## config.mk

```make
export PLATFORM = sky130hd
export DESIGN_NAME = ppm_decoder
export DESIGN_NICKNAME = d
export VERILOG_FILES = /design/src/rtl/ppm_decoder.sv
export SDC_FILE = /design/constraint.sdc
export NUM_CORES = 1
export LEC_CHECK = 0
export BUFFER_PORTS_ARGS = -buffer_cell sky130_fd_sc_hd__buf_2
export CAP_MARGIN = 20
export CORE_ASPECT_RATIO = 2
export CORE_MARGIN = 2
export CORE_UTILIZATION = 60
export CTS_CLUSTER_SIZE = 30
export DETAILED_ROUTE_END_ITERATION = 10
export PLACE_DENSITY = 0.79
export SLEW_MARGIN = 20
export SYNTH_ARGS = -nofsm -noshare
export SYNTH_HDL_FRONTEND = slang
export SYNTH_SLANG_ARGS = --single-unit
```

## constraint.sdc

```tcl
create_clock -name clk -period 2.7 [get_ports clk]
set_input_delay 0.135 -clock clk [delete_from_list [all_inputs] [get_ports clk]]
set_output_delay 0.135 -clock clk [all_outputs]
set_load 0.005 [all_outputs]
```

## src/rtl/ppm_decoder.sv

```systemverilog
// 4-PPM optical receiver: qualifies active-low pulses on a synchronised rx line
// and decodes one SOF + 4 symbols + EOF frame into a byte with a valid/ready handshake.
`timescale 1ns/1ps
module ppm_decoder #(
  parameter int SLOT    = 16,
  parameter int MIN_LOW = 8,
  parameter int MAX_LOW = 64,
  parameter int TOL     = 8
) (
  input  logic       clk,
  input  logic       rst,
  input  logic       rx,
  input  logic       data_ready,
  output logic [7:0] data_out,
  output logic       data_valid,
  output logic       overrun,
  output logic       frame_err,
  output logic       busy
);

  localparam int SH = $clog2(SLOT);
  localparam int TW = $clog2(40 * SLOT) + 1;
  localparam int LW = $clog2(MAX_LOW + 2);

  localparam logic signed [TW-1:0] T_ONE      = TW'(1);
  localparam logic signed [TW-1:0] T_MAX      = TW'((2 ** (TW - 1)) - 1);
  localparam logic signed [TW-1:0] T_SOF_LO   = TW'(5 * SLOT - TOL);
  localparam logic signed [TW-1:0] T_SOF_HI   = TW'(5 * SLOT + TOL);
  localparam logic signed [TW-1:0] T_DATA_GO  = TW'(-3 * SLOT + 1);
  localparam logic signed [TW-1:0] T_DATA_END = TW'(32 * SLOT);
  localparam logic signed [TW-1:0] T_EOF_LO   = TW'(33 * SLOT);
  localparam logic signed [TW-1:0] T_EOF_HI   = TW'(35 * SLOT);
  localparam logic signed [TW-1:0] T_EOF_TO   = TW'(36 * SLOT);

  typedef enum logic [2:0] {IDLE, SOF_GAP, DATA, EOF_WAIT, DELIVER} state_t;

  state_t                 state, state_n;
  logic [1:0]             sync;
  logic                   rx_s;
  logic [LW-1:0]          low_cnt;
  logic                   qual, stuck;
  logic signed [TW-1:0]   t, t_n, t_inc;
  logic                   got, got_n;
  logic [7:0]             acc, acc_n;
  logic                   err, deliver, win_end;
  logic [1:0]             sym_k, sym_v;

  assign rx_s  = sync[1];
  assign qual  = !rx_s && (low_cnt == LW'(MIN_LOW - 1));
  assign stuck = !rx_s && (low_cnt == LW'(MAX_LOW));
  assign sym_k = t[SH+4:SH+3];
  assign sym_v = t[SH+2:SH+1];
  assign busy  = (state != IDLE);

  // t is kept in edge time (current cycle minus the qualification delay), so a
  // qualified pulse is timestamped by t itself and synchroniser latency cancels.
  always_ff @(posedge clk or negedge rst) begin
    if (!rst) begin
      sync    <= 2'b11;
      low_cnt <= '0;
    end else begin
      sync <= {sync[0], rx};
      if (rx_s)
        low_cnt <= '0;
      else if (low_cnt != LW'(MAX_LOW + 1))
        low_cnt <= low_cnt + 1'b1;
    end
  end

  always_comb begin
    state_n = state;
    t_inc   = (t == T_MAX) ? t : t + T_ONE;
    t_n     = t_inc;
    got_n   = got;
    acc_n   = acc;
    err     = 1'b0;
    deliver = 1'b0;
    win_end = !t[TW-1] && (t != '0) && (t[SH+2:0] == '0) && (t <= T_DATA_END);
    case (state)
      IDLE: begin
        if (qual) begin
          state_n = SOF_GAP;
          t_n     = T_ONE;
        end
      end
      SOF_GAP: begin
        if (qual) begin
          if (t >= T_SOF_LO && t <= T_SOF_HI) begin
            state_n = DATA;
            t_n     = T_DATA_GO;
            got_n   = 1'b0;
            acc_n   = '0;
          end else begin
            t_n = T_ONE;
          end
        end else if (t > T_SOF_HI) begin
          state_n = IDLE;
        end
      end
      DATA: begin
        if (win_end && !got) begin
          err     = 1'b1;
          state_n = IDLE;
        end else if (win_end && t == T_DATA_END) begin
          if (qual) begin
            err     = 1'b1;
            state_n = IDLE;
          end else begin
            state_n = EOF_WAIT;
          end
        end else begin
          if (win_end)
            got_n = 1'b0;
          // A pulse landing exactly on a window boundary belongs to the new window.
          if (qual) begin
            if (t[TW-1] || (got && !win_end)) begin
              err     = 1'b1;
              state_n = IDLE;
            end else begin
              got_n                  = 1'b1;
              acc_n[{sym_k, 1'b0} +: 2] = sym_v;
            end
          end
        end
      end
      EOF_WAIT: begin
        if (qual) begin
          if (t >= T_EOF_LO && t < T_EOF_HI) begin
            state_n = DELIVER;
          end else begin
            err     = 1'b1;
            state_n = IDLE;
          end
        end else if (t >= T_EOF_TO) begin
          err     = 1'b1;
          state_n = IDLE;
        end
      end
      DELIVER: begin
        deliver = 1'b1;
        state_n = IDLE;
      end
      default: state_n = IDLE;
    endcase
    if (stuck) begin
      err     = (state != IDLE);
      deliver = 1'b0;
      state_n = IDLE;
    end
  end

  always_ff @(posedge clk or negedge rst) begin
    if (!rst) begin
      state      <= IDLE;
      t          <= '0;
      got        <= 1'b0;
      acc        <= '0;
      data_out   <= '0;
      data_valid <= 1'b0;
      overrun    <= 1'b0;
      frame_err  <= 1'b0;
    end else begin
      state     <= state_n;
      t         <= t_n;
      got       <= got_n;
      acc       <= acc_n;
      frame_err <= err;
      overrun   <= deliver && data_valid && !data_ready;
      if (deliver) begin
        data_out   <= acc;
        data_valid <= 1'b1;
      end else if (data_valid && data_ready) begin
        data_valid <= 1'b0;
      end
    end
  end

endmodule

```

==> summary.txt <==
Min path
  • HP Class: input pin to async pin

Die
  • Io pins: 16
  • Starting Density: 0.627
  • Core Rows: 32
  • Die W: between 40 and 50 um
  • Die ar.: around 0.0046 mm^2
  • Core Footprint: slightly below 0.004 mm^2
  • Die Y: roughly 94 um

Clock tree
  • CTS H-tree lvls: 2
  • Root Buffer: clkbuf_8
  • CTS Buffer Depth: 2
  • Clk slew on worst S/H paths: around 0.08 ns
  • CTS tree: yes
  • Worst-Skew Late Latency: around 0.3 ns
  • CTS Sinks: 43
  • Cts bufs inserted: 5

Worst setup path
  • Crit. End Element: register
  • Reg2reg end: data_out[4]
  • Worst reg-to-reg path cell count: 5
  • CP required: roughly 2.9 ns
  • Worst EP arrival: 2.54 ns
  • Launch point of the worst path: low_cnt[3]
  • Startpoint types: register
  • WS Path Type: register to register
  • Critical path fanouts, max: 10
  • Setup slack, reg-to-reg: approximately 0.35 ns
  • Crit Reg-Reg Startpoint: low_cnt[3]
  • End point of the critical path: data_out[4]

Drt
  • Drt first pass iters: 4
  • WL final: about 5 mm
  • Initial DRC Count: between 60 and 70
  • Vias: between 1.5k and 2k
  • Routed vias/inst: between 6 and 7
  • DRC viols: 0
  • Drt wl/cell: about 16 um
  • Routed Antenna Nets: 0

Global routing
  • All-Layer GR Usage: 0.257
  • Global-route wire length before repair: ~9.0 mm
  • Antenna violations before repair: 0
  • Grt ovf: 0
  • Pin count of the biggest net entering global routing: 44
  • Vias in the first global route: roughly 2k

Synthesis
  • Sequential share of the synthesized area: 0.443
  • Main combinational cell family by area after synthesis: simple AND/OR/NAND/NOR gates
  • Synth top area share: 0.421
  • Synth Flop Type: dfrtp_1
  • Ys Warns: 0
  • Synth unique cells: 47
  • Mapped cell area: 0.00243 mm^2
  • Proportion of synthesized area in mux cells: 0.0617
  • Post-Synth Adder-Cell Area: 0.0514
  • Simple-gate portion of the synthesized area: 0.209
  • Count of state elements after synthesis: 43
  • Syn Inst Count: 253
  • Most frequent cell after synthesis: dfrtp_1
  • Asr flop ratio synth: 1.00
  • Syn Nets: between 200 and 300
  • Compound-Gate Fraction of Synth Area: 0.138
  • Dominant cell type by area after synthesis: dfrtp_1
  • Avg Cell Area, Syn: just under 10 um^2
  • Synth cell count leaders: dfrtp_1 (41), nand2_1 (26), nor2_1 (17), o21ai_0 (15), inv_1 (14)
  • Xor/xnor share of the synthesized area: 0.0468
  • Leading post-synthesis cells by cell area: dfrtp_1 (42%), ha_1 (5.1%), nand2_1 (4.0%)
  • Post-synth EDFFs: 0

Final layout
  • Layout cells sized above 1: 0.168
  • Fin nets: 281
  • Antenna cells: 0
  • Area Growth Syn to Fin: 9.30%
  • Final Non-Filler Cells: approximately 320

STA
  • Tightest Pin Transition: around 0.91 ns
  • Fin crit period: approximately 2.3 ns
  • Final Hold Vio Count: between 40 and 50
  • Hold Slack: -0.0396 ns
  • Final setup fails: 0
  • Slew headroom: 0.392
  • Final cycle utilization of the critical path: 0.870
  • Max Clk Rate: approximately 430 MHz
  • Unrepaired setup endpoints after global routing: no
  • Slew Viols, Final: 0
  • Setup_tns: 0 ns
  • Post-Route Skew: about 0.008 ns

Power and ir drop
  • Total power: between 1.5 and 2 mW
  • Leak: between 1 and 1.5 nW
  • Power Density: between 600 and 700 mW/mm^2
  • Peak VDD IR: ~530 uV

Run status
  • Failing checks: negative hold slack
  • Outcome: finished, violations left

Placement
  • Dpl hpwl: 3.71 mm
  • Input/output buffers: 15
  • Dpl cells: 310
  • RD Place Congestion: 0.848

Run
  • Number of max-cap violations: 0
kinds of logic (layout without fill, tap and decap cells):
logic type	Yosys count	count (layout)
AO/OA/AOI/OAI	52	52
multiplexers	14	14
AND/OR/NAND/NOR	94	94
flip-flops	43	43
buffers and inverters	27	42
adder cells (fa/ha/maj)	10	10
XOR/XNOR	13	13
placed cells by master (no fill, tap or decap), drive strengths merged, types with 4 or more instances in the layout:
| cell | count |
|---|---|
| dfrtp | 41 |
| o21ai | 15 |
| ha | 10 |
| xnor2 | 9 |
| xor2 | 4 |
| inv | 14 |
| clkbuf | 6 |
| nand3 | 13 |
| mux2i | 6 |
| a211oi | 4 |
| and3 | 4 |
| a21oi | 11 |
| nand4 | 5 |
| a31oi | 4 |
| nor4 | 4 |
| buf | 19 |
| mux2 | 8 |
| nand2 | 26 |
| nor2 | 19 |
| o41ai | 4 |
state kept, by name, indices dropped and copies added, names as in the netlist:
name	count
acc	8
data_valid	1
state	3
overrun	1
frame_err	1
data_out	8
got	1
low_cnt	7
t	11
sync	2
critical path, cell delays in order, from the launching register on:
cell	delay [ns]
dfrtp_1	0.43
or3_4	0.41
nor3b_1	0.39
nand3b_1	0.28
and3_1	0.40
mux2_2	0.33
repair_timing:
item | CTS | global route
hold buffers | 1 | 0
buffers inserted | 0 | 0
endpoints found under the setup margin | 0 | 0
resized for setup | 0 | 0
endpoints found under the hold margin | 1 | 0
cell type report:
class	instances	area, um^2
Inverter	14	52.6
Clock buffer	6	82.6
Tap cell	51	63.8
Sequential cell	43	1080
Fill cell	326	1220
Timing Repair Buffer	20	115
Clock inverter	2	35.0
Multi-Input combinational cell	183	1230
worst min path at each step:
| stage | end | slack (ns) | cells past startpoint |
|---|---|---|---|
| floorplan | acc[0] | -0.16 | 0 |
| global placement | sync[0] | 0.24 | 1 |
| detailed placement | sync[0] | 0.24 | 1 |
| CTS | t[5] | 0.003 | 1 |
| global route | t[5] | 0.05 | 1 |
| finish | t[5] | -0.04 | 1 |
through the flow:
step | hold WS [ns] | setup WS [ns] | utilization | instance area [um^2]
floorplan | -0.161 | 0.464 | - | 2430
global placement | 0.245 | 0.423 | 0.652 | 2530
detailed placement | 0.242 | 0.364 | 0.652 | 2530
CTS | 0.00325 | 0.351 | 0.685 | 2660
global route | 0.0502 | 0.157 | 0.685 | 2660
finish | -0.0396 | 0.351 | 0.685 | 2660
layer usage:
layer	vias to the layer above	routed length, um	track usage
met2	47	2720	0.466
met5	-	0	0
li1	936	-	-
met3	26	120	0.0350
met1	947	1880	0.257
met4	0	307	0.202
report_power, final:
group | internal (mW) | switching (mW) | leakage (nW) | total, mW
combinational | 0.207 | 0.257 | 0.590 | 0.463
clock | 0.299 | 0.216 | 0.0612 | 0.516
sequential | 0.712 | 0.150 | 0.571 | 0.862
Note: power is estimated with default switching activity, not from simulation.
